===== src/rtl/stopwatch_pkg.sv =====
// stopwatch_pkg: shared state encoding and defaults for the stopwatch control unit.
package stopwatch_pkg;
  localparam int STATE_W = 2;
  localparam int DEBOUNCE_CYCLES_DEF = 1000000;
  typedef enum logic [STATE_W-1:0] {
    ST_STOP  = 2'b00,
    ST_RUN   = 2'b01,
    ST_CLEAR = 2'b10
  } state_t;
endpackage


===== src/rtl/stopwatch_cu_if.sv =====
// stopwatch_cu_if: button inputs and datapath controls of the stopwatch control unit.
interface stopwatch_cu_if;
  import stopwatch_pkg::*;
  logic i_btn_run_stop;
  logic i_btn_clear;
  logic i_btn_lap;
  logic o_run;
  logic o_clear;
  logic o_lap_hold;
  logic [STATE_W-1:0] o_state;
  modport master (output i_btn_run_stop, i_btn_clear, i_btn_lap, input o_run, o_clear, o_lap_hold, o_state);
  modport slave (input i_btn_run_stop, i_btn_clear, i_btn_lap, output o_run, o_clear, o_lap_hold, o_state);
endinterface


===== src/rtl/btn_debounce.sv =====
// btn_debounce: 2-FF synchroniser, saturating debounce counter and registered rising-edge pulse.
module btn_debounce #(
  parameter int DEBOUNCE_CYCLES = 4,
  localparam int CNT_W = $clog2(DEBOUNCE_CYCLES + 1)
) (
  input  logic clk,
  input  logic rst,
  input  logic i_btn,
  output logic o_level,
  output logic o_pulse
);
  logic r_s1, r_s2, r_level, r_level_d, r_pulse;
  logic [CNT_W-1:0] r_cnt;
  always_ff @(posedge clk or negedge rst) begin
    if (!rst) begin
      r_s1      <= 1'b0;
      r_s2      <= 1'b0;
      r_cnt     <= '0;
      r_level   <= 1'b0;
      r_level_d <= 1'b0;
      r_pulse   <= 1'b0;
    end else begin
      r_s1 <= i_btn;
      r_s2 <= r_s1;
      if (r_s2 == r_level) r_cnt <= '0;
      else if (r_cnt == CNT_W'(DEBOUNCE_CYCLES)) begin
        r_level <= r_s2;
        r_cnt   <= '0;
      end else r_cnt <= r_cnt + 1'b1;
      r_level_d <= r_level;
      r_pulse   <= r_level & ~r_level_d;
    end
  end
  assign o_level = r_level;
  assign o_pulse = r_pulse;
endmodule


===== src/rtl/stopwatch_cu.sv =====
// stopwatch_cu: debounced buttons drive a STOP/RUN/CLEAR Moore FSM for the stopwatch datapath.
// Optional lap-hold channel enabled by STOPWATCH_LAP_EN.
module stopwatch_cu
  import stopwatch_pkg::*;
#(
  parameter int DEBOUNCE_CYCLES = DEBOUNCE_CYCLES_DEF
) (
  input logic           clk,
  input logic           rst,
  stopwatch_cu_if.slave bus
);
  logic w_lvl_rs, w_pls_rs, w_lvl_cl, w_pls_cl, w_rs, w_cl;
  state_t r_state, w_next;
  logic r_run, r_clear;
  btn_debounce #(.DEBOUNCE_CYCLES(DEBOUNCE_CYCLES)) u_db_rs (
    .clk(clk), .rst(rst), .i_btn(bus.i_btn_run_stop), .o_level(w_lvl_rs), .o_pulse(w_pls_rs)
  );
  btn_debounce #(.DEBOUNCE_CYCLES(DEBOUNCE_CYCLES)) u_db_cl (
    .clk(clk), .rst(rst), .i_btn(bus.i_btn_clear), .o_level(w_lvl_cl), .o_pulse(w_pls_cl)
  );
  assign w_rs = w_pls_rs & w_lvl_rs;
  assign w_cl = w_pls_cl & w_lvl_cl;
  // CLEAR and the unused encoding both fall back to STOP, dropping any pulses
  always_comb begin
    w_next = ST_STOP;
    case (r_state)
      ST_STOP: w_next = w_rs ? ST_RUN : (w_cl ? ST_CLEAR : ST_STOP);
      ST_RUN:  w_next = w_rs ? ST_STOP : ST_RUN;
      default: w_next = ST_STOP;
    endcase
  end
  always_ff @(posedge clk or negedge rst) begin
    if (!rst) begin
      r_state <= ST_STOP;
      r_run   <= 1'b0;
      r_clear <= 1'b0;
    end else begin
      r_state <= w_next;
      r_run   <= (w_next == ST_RUN);
      r_clear <= (w_next == ST_CLEAR);
    end
  end
`ifdef STOPWATCH_LAP_EN
  logic w_lvl_lp, w_pls_lp, r_lap;
  btn_debounce #(.DEBOUNCE_CYCLES(DEBOUNCE_CYCLES)) u_db_lp (
    .clk(clk), .rst(rst), .i_btn(bus.i_btn_lap), .o_level(w_lvl_lp), .o_pulse(w_pls_lp)
  );
  always_ff @(posedge clk or negedge rst) begin
    if (!rst) r_lap <= 1'b0;
    else r_lap <= (w_next == ST_CLEAR) ? 1'b0 :
                  (r_state == ST_RUN && w_pls_lp && w_lvl_lp) ? ~r_lap : r_lap;
  end
  assign bus.o_lap_hold = r_lap;
`else
  assign bus.o_lap_hold = 1'b0;
`endif
  assign bus.o_run   = r_run;
  assign bus.o_clear = r_clear;
  assign bus.o_state = r_state;
endmodule


===== src/flat_wrapper.sv =====
// flat-port wrapper written by rule: the top's interface ports become plain ports
module stopwatch_cu_flat import stopwatch_pkg::*;
#(
  parameter int DEBOUNCE_CYCLES = DEBOUNCE_CYCLES_DEF
)
  (clk, rst, bus_i_btn_run_stop, bus_i_btn_clear, bus_i_btn_lap, bus_o_run, bus_o_clear, bus_o_lap_hold, bus_o_state);
  stopwatch_cu_if bus_i ();
  input logic clk;
  input logic rst;
  input wire logic [$bits(bus_i.i_btn_run_stop)-1:0] bus_i_btn_run_stop;
  input wire logic [$bits(bus_i.i_btn_clear)-1:0] bus_i_btn_clear;
  input wire logic [$bits(bus_i.i_btn_lap)-1:0] bus_i_btn_lap;
  output wire logic [$bits(bus_i.o_run)-1:0] bus_o_run;
  output wire logic [$bits(bus_i.o_clear)-1:0] bus_o_clear;
  output wire logic [$bits(bus_i.o_lap_hold)-1:0] bus_o_lap_hold;
  output wire logic [$bits(bus_i.o_state)-1:0] bus_o_state;
  assign bus_i.i_btn_run_stop = bus_i_btn_run_stop;
  assign bus_i.i_btn_clear = bus_i_btn_clear;
  assign bus_i.i_btn_lap = bus_i_btn_lap;
  assign bus_o_run = bus_i.o_run;
  assign bus_o_clear = bus_i.o_clear;
  assign bus_o_lap_hold = bus_i.o_lap_hold;
  assign bus_o_state = bus_i.o_state;
  stopwatch_cu #(.DEBOUNCE_CYCLES(DEBOUNCE_CYCLES)) u_core (.clk(clk), .rst(rst), .bus(bus_i));
endmodule

===== config.mk =====
export PLATFORM = sky130hd
export DESIGN_NAME = stopwatch_cu_flat
export DESIGN_NICKNAME = d
export VERILOG_FILES = /design/src/rtl/stopwatch_pkg.sv /design/src/rtl/stopwatch_cu_if.sv /design/src/rtl/btn_debounce.sv /design/src/rtl/stopwatch_cu.sv /design/src/flat_wrapper.sv
export SDC_FILE = /design/constraint.sdc
export NUM_CORES = 1
export LEC_CHECK = 0
export ABC_CLOCK_PERIOD_IN_PS = 2500
export CORE_MARGIN = 10
export CORE_UTILIZATION = 30
export DETAILED_ROUTE_END_ITERATION = 7
export PLACE_DENSITY = 0.45
export SYNTH_ARGS = -nofsm -noshare
export SYNTH_HDL_FRONTEND = slang
export SYNTH_HIERARCHICAL = 1
export SYNTH_SLANG_ARGS = --single-unit
export TNS_END_PERCENT = 100

===== constraint.sdc =====
create_clock -name clk -period 2.5 [get_ports clk]
set_input_delay 0.375 -clock clk [delete_from_list [all_inputs] [get_ports clk]]
set_output_delay 0.375 -clock clk [all_outputs]
set_load 0.02 [all_outputs]

==> flow_metrics.env <==
export IMPL_reg2reg_from="u_core/u_db_rs/r_cnt[12]$_DFF_PN0_"
export IMPL_clk_pin_slew_ns=0.10
export IMPL_clk_latency_ns=0.30
export IMPL_synth_simple_area_share=0.233
export IMPL_synth_edf_count=0
export IMPL_power_density_nw_per_um2=513
export IMPL_netlist_area_um2=2540
export IMPL_path_class="flip-flop to flip-flop"
export IMPL_cap_viol_max_count=0
export IMPL_ys_ff_latch=54
export IMPL_remaining_drc_errors=0
export IMPL_end_kind="flip-flop"
export IMPL_dieArea_um2=12500
export IMPL_grt_max_degree=29
export IMPL_cts_sinks=54
export IMPL_diodes=0
export IMPL_leakage_nw=1.17
export IMPL_initial_core_util=0.309
export IMPL_power_switching_mw=0.345
export IMPL_setup_viol=0
export IMPL_final_cell_mix="54 x dfrtp_1, 24 x nor2_1, 20 x xor2_1"
export IMPL_row_count=33
export IMPL_coreArea_um2=8220
export IMPL_drive_above_1_share=0.102
export IMPL_hold_viol=0
export IMPL_utilization=0.344
export IMPL_die_x_um=112
export IMPL_cp_num_buf_inv=1
export IMPL_synth_compound_area_frac=0.0828
export IMPL_regArea_um2=1350
export IMPL_postPlaceCellArea_um2=2740
export IMPL_p_sw_frac=0.238
export IMPL_track_usage=0.0779
export IMPL_h_tree_depth=2
export IMPL_synthArstFlopShare=1.00
export IMPL_yosysWarnings=6
export IMPL_grt_setup_unrepaired="no"
export IMPL_critPathLaunchType="flip-flop"
export IMPL_tightest_slew_ns=0.643
export IMPL_skew_ns=0.00832
export IMPL_run_status="complete, no violations"
export IMPL_drv_slew=0
export IMPL_relSlewSlack=0.571
export IMPL_pwr_share_clk=0.339
export IMPL_arrival_ns=2.17
export IMPL_maxClockFrequency_ghz=0.505
export IMPL_ys_flop_type="dfrtp_1"
export IMPL_routedWlPerCell_um=13.3
export IMPL_cts_buffer_depth=2
export IMPL_yosysSeqAreaShare=0.532
export IMPL_grt_pass1_wl_mm=8.45
export IMPL_numCtsBuffers=5
export IMPL_cts_root_buf="clkbuf_8"
export IMPL_final_nets=254
export IMPL_ctsResizeCount=0
export IMPL_syn_nets=240
export IMPL_cpMaxStageDelayCell="or4_4"
export IMPL_synth_xor_area_share=0.0828
export IMPL_vias=1704
export IMPL_cts_setup_buffers=0
export IMPL_critPathMaxStageDelay_ns=0.57
export IMPL_reg2regPathDepth=4
export IMPL_r2r_end="u_core/u_db_rs/r_cnt[13]$_DFF_PN0_"
export IMPL_overflow=0
export IMPL_hold_buffers=0
export IMPL_power_frac_seq=0.618
export IMPL_setup_ws_ns=0.520
export IMPL_dp_hpwl_mm=3.25
export IMPL_dr_first_iter_drc_count=52
export IMPL_io_pin_count=10
export IMPL_crit_fanout=8
export IMPL_fin_area_um2=2830
export IMPL_first_pass_iters=4
export IMPL_drt_wl_total_mm=4.69
export IMPL_hold_class="primary input to async pin"
export IMPL_fp_dieH_um=112
export IMPL_combinationalPowerShare=0.043
export IMPL_grt_pass1_vias=1749
export IMPL_crit_required_ns=2.69
export IMPL_intPower_mw=1.10
export IMPL_yosys_area_share_adder=0.0197
export IMPL_avgSynthCellArea_um2=11.0
export IMPL_syn2layout_area_growth_pct=11.3
export IMPL_synth_mux_area_frac=0.0197
export IMPL_multi_input_area_um2=1120
export IMPL_antenna_found_initial=0
export IMPL_path_cells="or4_4, o41ai_4, buf_4, a21oi_1"
export IMPL_netlist_cell_type_count=32
export IMPL_synth_top_family_by_area="simple AND/OR/NAND/NOR gates"
export IMPL_period_minus_slack_ns=1.98
export IMPL_mostFrequentLayoutCell="dfrtp_1"
export IMPL_gp_congestion=0.703
export IMPL_worst_path_dominant_cell_family="compound AO/OA/AOI/OAI gates"
export IMPL_syn_inst=231
export IMPL_cts_tree="yes"
export IMPL_dp_slack_ns=0.478
export IMPL_r2r_slack_ns=0.52
export IMPL_peakVddDrop_mv=0.228
export IMPL_port_buffers=7
export IMPL_n_fill_cell=812
export IMPL_setup_tns_ns=0
export IMPL_period_share=0.792
export IMPL_ant_nets=0
export IMPL_via_per_inst=4.85
-- per-layer routing --
layer | global-route usage | wire length [um] | vias up
met5 | 0 | 0 | -
met2 | 0.125 | 2190 | 14
met3 | 0.0229 | 136 | 2
met4 | 0.0178 | 17 | 0
li1 | - | - | 857
met1 | 0.101 | 2340 | 831
-- power groups by stage --
stage	Sequential, mW	Combinational, mW	Clock, mW
final	0.896	0.0631	0.492
after global routing	0.898	0.0744	0.558
after CTS	0.896	0.0672	0.520
after detailed placement	0.913	0.0667	0
after global placement	0.913	0.0669	0
after floorplan	0.910	0.0333	0
-- synthesized netlist by cell type, drive strengths merged, types with 6 or more instances --
master / instances / area, um^2
o21ai: 8 / 40.0
or3: 8 / 50.1
nor2: 24 / 90.1
nand3: 12 / 60.1
nand2: 13 / 48.8
dfrtp: 54 / 1350
inv: 8 / 30.0
or4: 10 / 90.1
o31ai: 6 / 45.0
xor2: 20 / 175
a21oi: 14 / 70.1
and4: 8 / 72.6
nand4: 10 / 62.6
-- state kept, by name (all words and copies together), names as in the netlist --
signal	flops
u_core/u_db_cl/o_level	1
u_core/u_db_cl/r_level_d	1
u_core/bus.o_clear	1
u_core/u_db_cl/r_s1	1
u_core/u_db_rs/r_cnt	20
u_core/u_db_cl/r_s2	1
u_core/u_db_cl/o_pulse	1
u_core/u_db_rs/o_level	1
u_core/u_db_rs/o_pulse	1
u_core/bus.o_run	1
u_core/u_db_rs/r_level_d	1
u_core/bus.o_state	2
u_core/u_db_rs/r_s1	1
u_core/u_db_cl/r_cnt	20
u_core/u_db_rs/r_s2	1
-- worst reg2reg max path, stage by stage, from the launching register on --
cell and delay, ns:
dfrtp_1 0.43, or4_4 0.57, o41ai_4 0.57, buf_4 0.25, a21oi_1 0.05
-- final cells by class --
class,count,area share
sequential,54,0.478
clock buffer,5,0.0243
tap,105,0.0465
inverter,8,0.0106
timing repair buffer,11,0.0381
clock inverter,3,0.00752
multi-input combinational,165,0.395
-- cell families after synthesis --
family          after synthesis
simple gates                102
flops                        54
compound gates               30
xor+xnor                     24
buf+inv                      12
fa+ha+maj                     4
mux                           4
other cells                   1
-- how the worst max path moves through the flow --
stage | startpoint | end | slack, ns | cells after the start
after floorplan | u_core/u_db_cl/r_cnt[12]$_DFF_PN0_ | u_core/u_db_cl/o_level$_DFFE_PN0P_ | 0.61 | 3
after global placement | u_core/u_db_rs/r_cnt[12]$_DFF_PN0_ | u_core/u_db_rs/r_cnt[13]$_DFF_PN0_ | 0.46 | 4
after detailed placement | u_core/u_db_rs/r_cnt[12]$_DFF_PN0_ | u_core/u_db_rs/r_cnt[11]$_DFF_PN0_ | 0.48 | 4
after CTS | u_core/u_db_rs/r_cnt[12]$_DFF_PN0_ | u_core/u_db_rs/r_cnt[13]$_DFF_PN0_ | 0.48 | 4
after global routing | u_core/u_db_rs/r_cnt[12]$_DFF_PN0_ | u_core/u_db_rs/r_cnt[6]$_DFF_PN0_ | 0.39 | 4
final | u_core/u_db_rs/r_cnt[12]$_DFF_PN0_ | u_core/u_db_rs/r_cnt[13]$_DFF_PN0_ | 0.52 | 4
-- stage by stage --
step	power [mW]	hold slack, ns	std cells
4_1_cts	1.48	0.109	351
6_report	1.45	0.0810	351
2_1_floorplan	0.943	0.0794	231
3_3_place_gp	0.980	0.335	343
5_1_grt	1.53	0.136	351
3_5_place_dp	0.980	0.337	343
(Power assumes the default switching activity.)
